File: src/rtl/iq_formatter.sv
// Byte-stream formatter for IQ data records and sync-counter records.
// Captures one record into shadow registers and streams it out with a valid/ready handshake.
module iq_formatter #(
  parameter int N_CH       = 4,
  parameter int DATA_BYTES = 7,
  parameter int TS_BYTES   = 5,
  parameter int SYNC_BYTES = 4
) (
  input  logic                           clk,
  input  logic                           rst,
  input  logic                           valid,
  input  logic                           valid_sync,
  input  logic [2*N_CH*8*DATA_BYTES-1:0] iq_data,
  input  logic [8*TS_BYTES-1:0]          ts,
  input  logic [8*SYNC_BYTES-1:0]        sync_cnt,
  output logic                           fmt_busy,
  output logic [7:0]                     dout,
  output logic                           dout_valid,
  input  logic                           dout_ready,
  output logic                           drop
);

  localparam int N_WORDS  = 2 * N_CH;
  localparam int IQ_BYTES = N_WORDS * DATA_BYTES;
  localparam int MAX_B0   = (DATA_BYTES > TS_BYTES) ? DATA_BYTES : TS_BYTES;
  localparam int MAX_B    = (MAX_B0 > SYNC_BYTES) ? MAX_B0 : SYNC_BYTES;
  localparam int BW       = (MAX_B > 1) ? $clog2(MAX_B) : 1;
  localparam int WW       = (N_WORDS > 1) ? $clog2(N_WORDS) : 1;
  localparam int IQ_IW    = (IQ_BYTES > 1) ? $clog2(IQ_BYTES) : 1;
  localparam int TS_IW    = (TS_BYTES > 1) ? $clog2(TS_BYTES) : 1;
  localparam int SY_IW    = (SYNC_BYTES > 1) ? $clog2(SYNC_BYTES) : 1;

  localparam logic [7:0] HDR_DATA = 8'hFF;
  localparam logic [7:0] HDR_SYNC = 8'hF5;
  localparam logic [7:0] FOOTER   = 8'hEE;

  typedef enum logic [2:0] {
    S_IDLE,
    S_HEAD,
    S_TS,
    S_PAY,
    S_FOOT
  } state_t;

  state_t            state_q, state_d;
  logic [BW-1:0]     byte_q, byte_d;
  logic [WW-1:0]     word_q, word_d;
  logic              is_sync_q, is_sync_d;
  logic              drop_q, drop_d;

  logic [IQ_BYTES-1:0][7:0]   iq_q;
  logic [TS_BYTES-1:0][7:0]   ts_q;
  logic [SYNC_BYTES-1:0][7:0] sync_q;

  logic idle;
  logic xfer;
  logic capture;

  // Byte index 0 is the most significant byte of each field.
  function automatic logic [7:0] pick_iq(input logic [IQ_BYTES-1:0][7:0] v,
                                         input logic [WW-1:0] w,
                                         input logic [BW-1:0] b);
    logic [IQ_IW-1:0] sel;
    sel = IQ_IW'(IQ_BYTES - 1) - (IQ_IW'(w) * IQ_IW'(DATA_BYTES) + IQ_IW'(b));
    return v[sel];
  endfunction

  function automatic logic [7:0] pick_ts(input logic [TS_BYTES-1:0][7:0] v,
                                         input logic [BW-1:0] b);
    logic [TS_IW-1:0] sel;
    sel = TS_IW'(TS_BYTES - 1) - TS_IW'(b);
    return v[sel];
  endfunction

  function automatic logic [7:0] pick_sync(input logic [SYNC_BYTES-1:0][7:0] v,
                                           input logic [BW-1:0] b);
    logic [SY_IW-1:0] sel;
    sel = SY_IW'(SYNC_BYTES - 1) - SY_IW'(b);
    return v[sel];
  endfunction

  assign idle       = (state_q == S_IDLE);
  assign xfer       = dout_valid & dout_ready;
  assign capture    = idle & (valid | valid_sync);
  assign fmt_busy   = ~idle;
  assign dout_valid = ~idle;
  assign drop       = drop_q;

  always_ff @(posedge clk) begin
    if (rst) begin
      state_q   <= S_IDLE;
      byte_q    <= '0;
      word_q    <= '0;
      is_sync_q <= 1'b0;
      drop_q    <= 1'b0;
    end else begin
      state_q   <= state_d;
      byte_q    <= byte_d;
      word_q    <= word_d;
      is_sync_q <= is_sync_d;
      drop_q    <= drop_d;
    end
  end

  // Shadow registers hold the record in flight; they need no reset.
  always_ff @(posedge clk) begin
    if (capture) begin
      ts_q <= ts;
      if (valid) begin
        iq_q <= iq_data;
      end else begin
        sync_q <= sync_cnt;
      end
    end
  end

  always_comb begin
    state_d   = state_q;
    byte_d    = byte_q;
    word_d    = word_q;
    is_sync_d = is_sync_q;
    drop_d    = idle ? (valid & valid_sync) : (valid | valid_sync);
    case (state_q)
      S_IDLE: begin
        if (capture) begin
          state_d   = S_HEAD;
          is_sync_d = ~valid;
          byte_d    = '0;
          word_d    = '0;
        end
      end
      S_HEAD: begin
        if (xfer) begin
          state_d = S_TS;
        end
      end
      S_TS: begin
        if (xfer) begin
          if (byte_q == BW'(TS_BYTES - 1)) begin
            byte_d  = '0;
            state_d = S_PAY;
          end else begin
            byte_d = byte_q + 1'b1;
          end
        end
      end
      S_PAY: begin
        if (xfer) begin
          if (is_sync_q) begin
            if (byte_q == BW'(SYNC_BYTES - 1)) begin
              byte_d  = '0;
              state_d = S_FOOT;
            end else begin
              byte_d = byte_q + 1'b1;
            end
          end else if (byte_q == BW'(DATA_BYTES - 1)) begin
            byte_d = '0;
            if (word_q == WW'(N_WORDS - 1)) begin
              word_d  = '0;
              state_d = S_FOOT;
            end else begin
              word_d = word_q + 1'b1;
            end
          end else begin
            byte_d = byte_q + 1'b1;
          end
        end
      end
      S_FOOT: begin
        if (xfer) begin
          state_d = S_IDLE;
        end
      end
      default: begin
        state_d = S_IDLE;
      end
    endcase
  end

  always_comb begin
    dout = 8'h00;
    case (state_q)
      S_HEAD:  dout = is_sync_q ? HDR_SYNC : HDR_DATA;
      S_TS:    dout = pick_ts(ts_q, byte_q);
      S_PAY:   dout = is_sync_q ? pick_sync(sync_q, byte_q) : pick_iq(iq_q, word_q, byte_q);
      S_FOOT:  dout = FOOTER;
      default: dout = 8'h00;
    endcase
  end

endmodule

File: config.mk
export PLATFORM = sky130hd
export DESIGN_NAME = iq_formatter
export DESIGN_NICKNAME = d
export VERILOG_FILES = /design/src/rtl/iq_formatter.sv
export SDC_FILE = /design/constraint.sdc
export NUM_CORES = 1
export LEC_CHECK = 0
export ABC_AREA = 0
export CAP_MARGIN = 5
export CORE_ASPECT_RATIO = 0.9
export CORE_UTILIZATION = 40
export DETAILED_ROUTE_END_ITERATION = 10
export GPL_ROUTABILITY_DRIVEN = 0
export HOLD_SLACK_MARGIN = 0.1
export PLACE_DENSITY = 0.67
export SYNTH_ARGS = -nofsm -noshare
export SYNTH_HDL_FRONTEND = slang
export SYNTH_SLANG_ARGS = --single-unit
export TNS_END_PERCENT = 50
File: constraint.sdc
create_clock -name clk -period 24.2 [get_ports clk]
set_input_delay 4.84 -clock clk [delete_from_list [all_inputs] [get_ports clk]]
set_output_delay 4.84 -clock clk [all_outputs]
set_load 0.05 [all_outputs]
## After elaboration in Yosys (flattened, before gate mapping)

Index checks and enable logic that the tools add are counted.
Widths: inputs -> output; s select.

- Reductions and logical operators: 9
- Add/subtract/negate cells: 6
- Multiply operators: 1
- Mux-type cells: 34
- Bitwise operators: 6
- Magnitude comparators: 3
- Equal/unequal tests: 19

Operators by type and width:

| kind | count |
|---|---|
| $mux 3 | 21 |
| $bmux 8 s6 | 1 |
| $mux 8 | 4 |
| $pmux 8 s4 | 1 |
| $bmux 8 s3 | 1 |
| $bmux 8 s2 | 1 |
| $pmux 3 s5 | 1 |
| $ne 2x2->1 const B | 7 |
| $eq 3x3->1 const B | 4 |
| $eq 3x2->1 const B | 3 |
| $ne 3x3->1 const B | 3 |
| $pmux 3 s3 | 1 |
| $reduce_and 9->1 | 1 |
| $lt 6x7->1 const B | 1 |
| $add 3x1->3 const B | 2 |
| $add 6x3->6 | 1 |
| $mul 3x3->6 const B | 1 |
| $pmux 3 s2 | 1 |
| $reduce_and 2->1 | 3 |
| $sub 6x6->6 const A | 1 |
| $reduce_and 5->1 | 1 |
| $lt 3x4->1 const B | 1 |
| $mux 4 | 1 |
| $reduce_and 4->1 | 1 |
| 12 further kinds | 15 |

- Input bits: 525
- Logic and storage cells: 148
- Output and inout port bits: 11
- Register bits: 531

## Depth between registers and ports, before layout

Gate-level depths: netlist (run 1).

- Word-level depth: 7
- Depth in mapped cells: 16
- Mapped depth without buffers: 13

## Worst setup path before layout (run 1)

Ideal clock, no wire load.

- Path kind: input port to flip-flop
- Start: input valid
- End: register iq_q[0] (netlist bit), enable pin
- Path buffers: 0
- Arrival: 14.921 ns
- Path slack: 8.405 ns
- Cell stages on the path: 1
- Path through: and2_1

- Word-level cells in the longest chain between the ends: 3

RTL lines:

| item | line | text |
|---|---|---|
| start, declared | 11 | `input logic valid,` |
| $or 1x1->1 | 84 | `assign capture = idle & (valid \| valid_sync);` |
| $and 1x1->1 | 84 |  |
| $reduce_and 2->1 (no line) * | - |  |
| end signal, assigned | 110 | `iq_q <= iq_data;` |
| end, declared | 51 | `logic [IQ_BYTES-1:0][7:0] iq_q;` |

Every way passes the cells marked *; elsewhere a longest branch is shown, timed or not.
A chain may end at the register's enable or synchronous reset.

## Worst setup path after layout (run 1)

- Start: register byte_q[1]
- End: output dout[1]

- Word-level cells in the longest chain between the ends: 6
- Elaborated cells on any way between the ends: 12
- Those cells by class: add/sub: 4; mux: 8

RTL lines:

| item | line | text |
|---|---|---|
| start, declared | 46 | `logic [BW-1:0] byte_q, byte_d;` |
| start signal, assigned | 98 | `byte_q <= byte_d;` |
| $add 6x3->6 | 64 | `sel = IQ_IW'(IQ_BYTES - 1) - (IQ_IW'(w) * IQ_IW'(DATA_BYTES) + IQ_IW'(b));` |
| $sub 6x6->6 | 64 |  |
| $bmux 8 s6 | 65 | `return v[sel];` |
| $mux 8 (not written as such) | 65 |  |
| $mux 8 | 185 | `S_PAY: dout = is_sync_q ? pick_sync(sync_q, byte_q) : pick_iq(iq_q, word_q, byte_q);` |
| $pmux 8 s4 * | 182 | `case (state_q)` |
| end, declared | 17 | `output logic [7:0] dout,` |

Every way passes the cells marked *; elsewhere a longest branch is shown, timed or not. The select of a mux whose other input is x is not followed.

==> results of run 1 <==
-- synth_stat cells, types with 6 or more instances --
master    count
mux4_2      123
buf_4        11
buf_2        18
nor2_1       24
a22oi_1       6
and2_1        9
ha_1         18
nand2_1      57
inv_1        19
a21oi_1      24
edfxtp_1    520
dfxtp_1      11
nor3_1       14
o22ai_1      10
o21ai_0      16
a211oi_1      9
mux2i_1      28
nand3_1      11
clkbuf_1     16
-- sequential cells by signal, indices dropped and copies added (netlist names) --
| signal | flops |
|---|---|
| state_q | 3 |
| drop | 1 |
| word_q | 3 |
| byte_q | 3 |
| ts_q | 40 |
| iq_q | 448 |
| is_sync_q | 1 |
| sync_q | 32 |
-- stage by stage --
stage,area [um2],setup slack (ns)
after floorplan,21150,8.405
final,29120,12.55
after CTS,29080,12.42
after global placement,27290,13.05
after detailed placement,27290,13.08
after global routing,29100,12.19
-- critical path: cells and delay by family (launching register included) --
| family | cells | cell delay (ns) |
|---|---|---|
| buf+inv | 3 | 1.61 |
| mux | 1 | 0.40 |
| compound gates | 3 | 1.02 |
| fa+ha+maj | 4 | 2.16 |
| simple gates | 2 | 0.28 |
| flops | 1 | 0.72 |
-- placed cells by master (no fill, tap or decap), types with 4 or more instances in the layout --
cell,n
clkdlybuf4s50_1,535
mux4_2,123
clkinv_1,9
a22oi_1,6
nor3_1,13
a221oi_1,4
nor2_1,23
a31oi_1,4
edfxtp_1,520
mux4_1,5
a211oi_1,9
nand3_1,11
nand2_1,57
clkbuf_16,56
a311oi_1,5
clkbuf_1,15
clkinv_2,7
o22ai_1,10
ha_1,16
and2_1,8
o21ai_0,16
mux2_2,5
dfxtp_1,11
mux2i_1,28
diode_2,14
a32oi_1,5
buf_4,20
inv_1,19
a21oi_1,24
bufinv_16,7
-- final timing paths --
path | start | end | slack [ns] | depth (start not counted)
max | byte_q[1]$_SDFFE_PP0P_ | dout[1] | 12.55 | 13
max reg2reg | state_q[2]$_SDFFE_PP0P_ | iq_q[313]$_DFFE_PP_ | 19.31 | 6
min reg2reg | word_q[2]$_SDFFE_PP0P_ | word_q[2]$_SDFFE_PP0P_ | 0.63 | 2
min | word_q[2]$_SDFFE_PP0P_ | word_q[2]$_SDFFE_PP0P_ | 0.63 | 2
-- where the power goes --
| part | total [mW] | internal, mW | leakage, nW | switching [mW] |
|---|---|---|---|---|
| Clock | 0.851 | 0.503 | 0.877 | 0.348 |
| Combinational | 0.653 | 0.276 | 4.00 | 0.376 |
| Sequential | 1.39 | 1.32 | 5.03 | 0.0688 |
| Total | 2.89 | 2.10 | 9.91 | 0.793 |
-- final cells by class --
cell class | instances | area share, %
multi-input cells | 427 | 17.21
clock inverters | 25 | 1.061
well taps | 688 | 2.956
inverters | 20 | 0.2578
clock buffers | 73 | 5.101
diodes | 14 | 0.1203
repair buffers | 555 | 18.91
flip-flops and latches | 531 | 54.39
-- routing by layer --
metal / part of all wire [%] / track usage, % / vias to the layer above / wire length [um]
li1: - / - / 5411 / -
met1: 39 / 28.00 / 6191 / 23400
met2: 50 / 36.85 / 524 / 30010
met3: 8.3 / 5.846 / 85 / 4958
met4: 2.0 / 6.813 / 12 / 1216
met5: 0.12 / 0 / - / 71
-- cell families after synthesis --
kind of cell / count (synthesis)
compound gates: 106
simple gates: 133
mux: 161
fa+ha+maj: 23
buf+inv: 72
flops: 531
xor+xnor: 4
==> run metrics, run 1 <==
antenna viol nets, final 0; Yosys top cell area share 73.82%; biggest area consumer among synthesized cells edfxtp_1; mean routed wirelength per cell 25.57 um; Tmin final 11.65 ns; vias in the first global route 12,900; Setup violations, final 0; Tot Pwr 2.893 mW; max incr delay on CP 1.15 ns; DRT Wirelength 59.66 mm; Worst Path Required 19.36 ns; overall die area 53,810 um2; initial antenna violation count 19; hold slack final 0.6278 ns; Clock Path Buffers 3; clock skew 0.03333 ns; Post-synth top flop edfxtp_1; status completed; post-synthesis compound-gate area fraction 3.431%; clock-pin transition on the worst setup and hold timing paths 0.06 ns; DRC violations left 0; Setup crit start kind flop; Rows 79; Post-Synth Adder-Cell Area 1.491%; Via Count 12,220; sequential cell area 15,840 um2; Async S/R FF share, synth 0%; critical path class flop to output port; P_leak 9.905 nW; total track usage 21.95%; Area Overhead vs Synth 37.64%; sequential area share after synthesis 74.86%; cts bufs inserted 55; top post-synthesis cells by area edfxtp_1 (74%), mux4_2 (13%), mux2i_1 (1.3%); nets@finish 2,137; clk_lat worst skew 0.62 ns; layout cells sized above 1 14.65%; core region area 51,990 um2; Post-Syn Nets 1,577; Final Hold Violating Endpoints 0; number of instances in the placed design 2,221; Syn Area/Cell 20.54 um2; setup TNS 0 ns; Pwr Density 99.35 nW/um2; Pre-antenna DRT Iters 5; Critical Path AT 6.81 ns; Synth Area in XOR/XNOR 0.2011%; cts hold-fix bufs 0; DR iter-0 viols 1,060; CTS Root Cell clkbuf_16; largest family of logic cells by synthesized area multiplexers; die width 244.4 um; DP Wirelength 44.05 mm; Post CTS Setup Buffer Count 0; RSZ-0062 raised after global routing false; CTS tree built; highest clock rate 0.08582 GHz; #FFs+latches synth 531; Synth Area in Simple Gates 2.946%; PostCTS Resize Cnt 0; # fillers 4,041; Non-Filler Instances 2,333; grt ovf 0; EDFF count, synth 520; Netlist cell types 61; Yosys warnings 0; Syn Std Cell Area 21,150 um2; Starting Density 40.69%; Crit. End Element output port; mux cell area share after synthesis 15.31%; Via density 5.239; Least-Margin Pin Slew 1.110 ns; area of the multi-input gates 5011 um2; final slew viol count 0; cell count after synthesis 1,030; largest net degree at the start of global routing 86; min-delay worst type flop to flop; Slowest-stage cell, CP fa_4; maxcap violations 0; CTS Sinks 531; number of port buffers 535; normalized max-slew margin 25.85%; DIE HEIGHT 220.2 um; fin util 56.00%; CP Max Fanout 55; final worst-path cycle share 48.15%; first-pass GRT wire length 84.53 mm; H-tree Lvls 2; VDD IR-drop max 0.00006431 V; Boundary Pins 536; CP cell instances ha_1 > fa_1 > inv_1 > ha_4 > fa_4 > buf_4 > mux4_2 > and2_1 > a211oi_2 > a31oi_1 > a2111oi_0 > nor2_1 > clkdlybuf4s50_1
(Power assumes the default switching activity.)
==> run 2, diff against run 1 <==
--- a/config.mk
+++ b/config.mk
@@ -12,7 +12,7 @@
 export DETAILED_ROUTE_END_ITERATION = 10
 export GPL_ROUTABILITY_DRIVEN = 0
 export HOLD_SLACK_MARGIN = 0.1
-export PLACE_DENSITY = 0.67
+export PLACE_DENSITY = 0.7
 export SYNTH_ARGS = -nofsm -noshare
 export SYNTH_HDL_FRONTEND = slang
 export SYNTH_SLANG_ARGS = --single-unit
==> constraint.sdc (replaced) <==
create_clock -name clk -period 10 [get_ports clk]
set_input_delay 2 -clock clk [delete_from_list [all_inputs] [get_ports clk]]
set_output_delay 2 -clock clk [all_outputs]
set_load 0.05 [all_outputs]
==> run 2 against run 1 <==
Compared with the run above:
- via count shrank 0.94%
- critical path type unchanged
- power increased by 140%
- critical endpoint unchanged
- highest routed layer unchanged
- global-route usage fell by 0.63 points
- non-clock buffer count decreased by 6
- largest power group unchanged
- routed wire length fell by 3.0%
==> run metrics, run 2 (synthesis gave the netlist of run 1 again) <==
Least-Margin Pin Slew 1.277 ns (+0.1669 ns); most common cell after layout, fill and taps aside clkdlybuf4s50_1; Pre-antenna DRT Iters 5 (unchanged); clock-pin transition on the worst setup and hold timing paths 0.06 ns (about the same); initial antenna violation count 18 (-1); min-delay src word_q[2]$_SDFFE_PP0P_; clock power share 29.1% (-0.3 points); max incr delay on CP 0.78 ns (-0.37 ns); DRT Wirelength 57.86 mm (-3.0%); largest reg by FF count iq_q; Boundary Pins 536 (unchanged); Rows 79 (unchanged); Crit. End Element output port; sequential cell area 15,840 um2 (unchanged); GRT met1 Usage 27.44% (-0.56 points); CP cell instances ha_1 > fa_1 > inv_1 > ha_4 > fa_4 > nand3_1 > nor3b_4 > or2_1 > a311oi_1 > a2111oi_0 > nor2_1 > clkdlybuf4s50_1; met2 Use GR 35.19% (-1.7 points); Worst Setup SP byte_q[1]$_SDFFE_PP0P_; PostCTS Resize Cnt 0 (unchanged); status completed; H-tree Lvls 2 (unchanged); setup TNS 0 ns (unchanged); clk_lat worst skew 0.60 ns (-0.02 ns); DIE HEIGHT 220.2 um (unchanged); antenna viol nets, final 0 (unchanged); critical path class flop to output port; met3 track demand over resource 6.052% (+0.21 points); DR iter-0 viols 937 (-12%); final worst-path cycle share 83.35%; mean routed wirelength per cell 24.83 um (-2.9%); grt ovf 0 (unchanged); Pwr Density 239.9 nW/um2 (+140%); Setup violations, final 0 (unchanged); Via density 5.197 (-0.81%); CTS Root Cell clkbuf_16; switch share 27.82% (+0.39 points); highest clock rate 0.1200 GHz; most frequent cells in the layout clkdlybuf4s50_1 (535), edfxtp_1 (520), mux4_2 (123); Reg power frac 47.9% (about the same); Comb power frac 22.9% (+0.3 points); Cell Int Power 5.044 mW (+140%); DRC violations left 0 (unchanged); Critical Path AT 6.33 ns (-0.48 ns); maxcap violations 0 (unchanged); clock skew 0.02572 ns (-0.007612 ns); Slowest-stage cell, CP or2_1; first-pass GRT wire length 82.37 mm (-2.6%); DP Wirelength 42.37 mm (-3.8%); Tmin final 8.335 ns; number of port buffers 535 (unchanged); largest net degree at the start of global routing 193 (+120%); max reg flops 448 (unchanged); R2R Path Start state_q[2]$_SDFFE_PP0P_; cts bufs inserted 56 (+1.8%); CTS tree built; die width 244.4 um (unchanged); Clock Path Buffers 3 (unchanged); area of the multi-input gates 5011 um2 (unchanged); grt peak-use layer met2; Tot Pwr 6.988 mW (+140%); final slew viol count 0 (unchanged); VDD IR-drop max 0.0001909 V (+200%); Starting Density 40.69% (unchanged); core region area 51,990 um2 (unchanged); Area Overhead vs Synth 37.70% (about the same); CP Max Fanout 16 (-71%); total track usage 21.32% (-0.63 points); Post CTS Setup Buffer Count 0 (unchanged); min-delay worst type flop to flop; RSZ-0062 raised after global routing false; # fillers 4,072 (+0.77%); vias in the first global route 12,670 (-1.7%); cts hold-fix bufs 0 (unchanged); overall die area 53,810 um2 (unchanged); nets@finish 2,132 (-0.23%); Final Hold Violating Endpoints 0 (unchanged); Setup crit start kind flop; NetSw 1.944 mW (+140%); normalized max-slew margin 14.89% (-11 points); Via Count 12,110 (-0.94%); P_leak 9.904 nW (about the same); Top Registers iq_q (448), ts_q (40), sync_q (32); layout cells sized above 1 14.71% (+0.061 points); CTS Sinks 531 (unchanged); Worst Path Required 8.00 ns (-11.36 ns)
==> run 2: path summary, 6_finish.rpt <==
kind | slack [ns] | to | cells after the start
max | 1.67 | dout[1] | 12
min | 0.63 | word_q[2]$_SDFFE_PP0P_ | 2
max reg2reg | 6.82 | iq_q[238]$_DFFE_PP_ | 5
min reg2reg | 0.63 | word_q[2]$_SDFFE_PP0P_ | 2
==> run 2: worst max-delay path: cells and delay by family, from the launching register on <==
family / cells / cell delay, ns
simple gates: 4 / 1.69
fa+ha+maj: 4 / 1.58
compound gates: 2 / 0.91
buf+inv: 2 / 0.83
flops: 1 / 0.70
==> run 2: per-stage QoR <==
step | hold WS (ns) | setup slack [ns] | utilization [%] | area, um2 | instances
floorplan | 0.5342 | 2.096 | - | 21160 | 1030
global placement | 0.6037 | 2.200 | 52.49 | 27290 | 2215
detailed placement | 0.6147 | 2.313 | 52.49 | 27290 | 2215
CTS | 0.6265 | 1.650 | 55.97 | 29100 | 2319
global route | 0.6957 | 1.379 | 56.00 | 29120 | 2325
finish | 0.6341 | 1.665 | 56.03 | 29130 | 2330
==> run 2: area by class of cell <==
cell class,instances,area share [%]
Tap cell,688,2.955
Inverter,20,0.2577
Clock inverter,42,1.250
Sequential cell,531,54.36
Clock buffer,62,4.961
Antenna cell,11,0.09450
Timing Repair Buffer,549,18.92
Multi-Input combinational cell,427,17.20
==> run 2: power by group through the flow <==
stage,sequential [mW],combinational [mW],clock [mW]
2_1_floorplan,3.45,0.995,0
3_3_place_gp,3.37,1.60,0
4_1_cts,3.35,1.63,2.08
5_1_grt,3.40,1.72,2.17
6_report,3.35,1.60,2.04
3_5_place_dp,3.40,1.63,0
==> run 2: per-layer routing <==
layer / wire (um) / part of all wire [%]
met5: 97 / 0.17
met4: 1236 / 2.1
met3: 5116 / 8.8
met2: 28870 / 50
met1: 22540 / 39
==> run 3, diff against run 2 <==
--- a/config.mk
+++ b/config.mk
@@ -12,7 +12,7 @@
 export DETAILED_ROUTE_END_ITERATION = 10
 export GPL_ROUTABILITY_DRIVEN = 0
 export HOLD_SLACK_MARGIN = 0.1
-export PLACE_DENSITY = 0.7
+export PLACE_DENSITY = 0.67
 export SYNTH_ARGS = -nofsm -noshare
 export SYNTH_HDL_FRONTEND = slang
 export SYNTH_SLANG_ARGS = --single-unit
==> constraint.sdc (replaced) <==
create_clock -name clk -period 7.8 [get_ports clk]
set_input_delay 1.56 -clock clk [delete_from_list [all_inputs] [get_ports clk]]
set_output_delay 1.56 -clock clk [all_outputs]
set_load 0.05 [all_outputs]
==> run 3 against run 2 <==
Compared with the run above:
- critical path depth unchanged
- first-iteration DRC count down 3.7%
- clock-buffer cell count up 5
- global-route usage up 0.26 points
- highest routed layer unchanged
==> run metrics, run 3 (synthesis gave the netlist of run 1 again) <==
Post CTS Setup Buffer Count 0 (unchanged); Critical Path AT 5.78 ns (-0.55 ns); cts hold-fix bufs 0 (unchanged); Least-Margin Pin Slew 1.217 ns (-0.05966 ns); Clock Path Buffers 3 (unchanged); highest clock rate 0.1362 GHz; RSZ-0062 raised after global routing false; mean routed wirelength per cell 25.21 um (+1.5%); maxcap violations 0 (unchanged); Pwr Density 303.5 nW/um2 (+27%); most frequent cells in the layout clkdlybuf4s50_1 (532), edfxtp_1 (520), mux4_2 (123); largest reg by FF count iq_q; Top Registers iq_q (448), ts_q (40), sync_q (32); Via density 5.207 (+0.19%); Setup violations, final 0 (unchanged); nets@finish 2,137 (+0.23%); VDD IR-drop max 0.0002424 V (+27%); P_leak 9.873 nW (-0.31%); CTS Root Cell clkbuf_16; layout cells sized above 1 14.83% (+0.11 points); DIE HEIGHT 220.2 um (unchanged); min-delay worst type flop to flop; Boundary Pins 536 (unchanged); most common cell after layout, fill and taps aside clkdlybuf4s50_1; CTS Sinks 531 (unchanged); final worst-path cycle share 94.16%; met3 track demand over resource 5.737% (-0.32 points); number of port buffers 535 (unchanged); GRT met1 Usage 27.42% (about the same); Worst Path Required 6.24 ns (-1.76 ns); Area Overhead vs Synth 37.19%; Rows 79 (unchanged); DP Wirelength 44.43 mm (+4.8%); sequential cell area 15,840 um2 (unchanged); antenna viol nets, final 0 (unchanged); Via Count 12,130 (+0.15%); DR iter-0 viols 902 (-3.7%); CTS tree built; Final Hold Violating Endpoints 0 (unchanged); clock skew 0.01339 ns (-0.01233 ns); area of the multi-input gates 5011 um2 (unchanged); Crit. End Element output port; largest net degree at the start of global routing 192 (-0.52%); total track usage 21.58% (+0.26 points); H-tree Lvls 2 (unchanged); PostCTS Resize Cnt 0 (unchanged); first-pass GRT wire length 83.08 mm (+0.87%); max reg flops 448 (unchanged); setup TNS 0 ns (unchanged); critical path class flop to output port; Pre-antenna DRT Iters 5 (unchanged); cts bufs inserted 54 (-3.6%); Setup crit start kind flop; clock-pin transition on the worst setup and hold timing paths 0.06 ns (about the same); final slew viol count 0 (unchanged); initial antenna violation count 17 (-1); fin util 55.82% (-0.21 points); grt ovf 0 (unchanged); grt peak-use layer met2; Starting Density 40.69% (unchanged); normalized max-slew margin 18.01% (+3.1 points); status completed; die width 244.4 um (unchanged); vias in the first global route 12,910 (+1.9%); DRC violations left 0 (unchanged); DRT Wirelength 58.72 mm (+1.5%); clk_lat worst skew 0.59 ns (about the same); met2 Use GR 36.44% (+1.3 points); # fillers 4,058 (-0.34%); overall die area 53,810 um2 (unchanged); CP Max Fanout 37 (+21); core region area 51,990 um2 (unchanged); Tmin final 7.344 ns
run 3: cell types whose count changed in the layout (fill, tap and decap cells not counted), sizes merged:
| cell | before | now |
|---|---|---|
| buf | 14 | 24 |
| inv | 23 | 22 |
| clkbuf | 62 | 67 |
| clkinv | 30 | 25 |
| bufinv | 5 | 3 |
| diode | 11 | 9 |
| clkinvlp | 4 | 1 |
| clkdlybuf4s50 | 535 | 532 |
run 3: per-layer routing:
metal / wire length [um] / up-vias
li1: - / 5411
met1: 23290 / 6131
met2: 29450 / 489
met3: 4673 / 81
met4: 1207 / 14
met5: 98 / -
run 3: area by class of cell:
cell class / instances / share of cell area (%)
inverters: 20 / 0.2587
multi-input cells: 427 / 17.27
flip-flops and latches: 531 / 54.56
clock inverters: 31 / 0.8278
repair buffers: 556 / 19.14
diodes: 9 / 0.07760
well taps: 688 / 2.966
clock buffers: 67 / 4.898
run 3: metrics by stage:
stage | cell area [um2] | hold WS (ns) | std cells | setup slack [ns] | total power [mW]
final | 29020 | 0.6329 | 2329 | 0.4558 | 8.809
after global routing | 29020 | 0.6919 | 2328 | 0.2671 | 9.174
after CTS | 29000 | 0.6358 | 2320 | 0.3912 | 8.904
after detailed placement | 27340 | 0.6049 | 2222 | 1.056 | 6.446
after global placement | 27340 | 0.6034 | 2222 | 1.089 | 6.388
after floorplan | 21160 | 0.5342 | 1030 | 0.3363 | 5.702
run 3: path summary, 6_finish.rpt:
kind	from	slack (ns)	to	cells after the start
setup / recovery	byte_q[2]$_SDFFE_PP0P_	0.46	dout[3]	12
hold / removal	word_q[2]$_SDFFE_PP0P_	0.63	word_q[2]$_SDFFE_PP0P_	2
setup reg to reg	state_q[2]$_SDFFE_PP0P_	4.47	iq_q[113]$_DFFE_PP_	4
hold reg to reg	word_q[2]$_SDFFE_PP0P_	0.63	word_q[2]$_SDFFE_PP0P_	2
run 3: where the power goes:
group | internal [mW] | total [mW] | switching, mW
logic | 0.865 | 2.04 | 1.18
clock network | 1.39 | 2.45 | 1.06
registers | 4.10 | 4.31 | 0.216
run 3: critical path: stages, from the launching register on:
cell,delay [ns]
dfxtp_1,0.51
fa_1,0.46
ha_1,0.29
inv_1,0.04
ha_1,0.30
fa_4,1.20
buf_4,0.33
mux4_2,0.32
a211oi_1,0.24
a31oi_1,0.14
a2111oi_2,0.47
nor2_1,0.07
clkdlybuf4s50_1,0.77
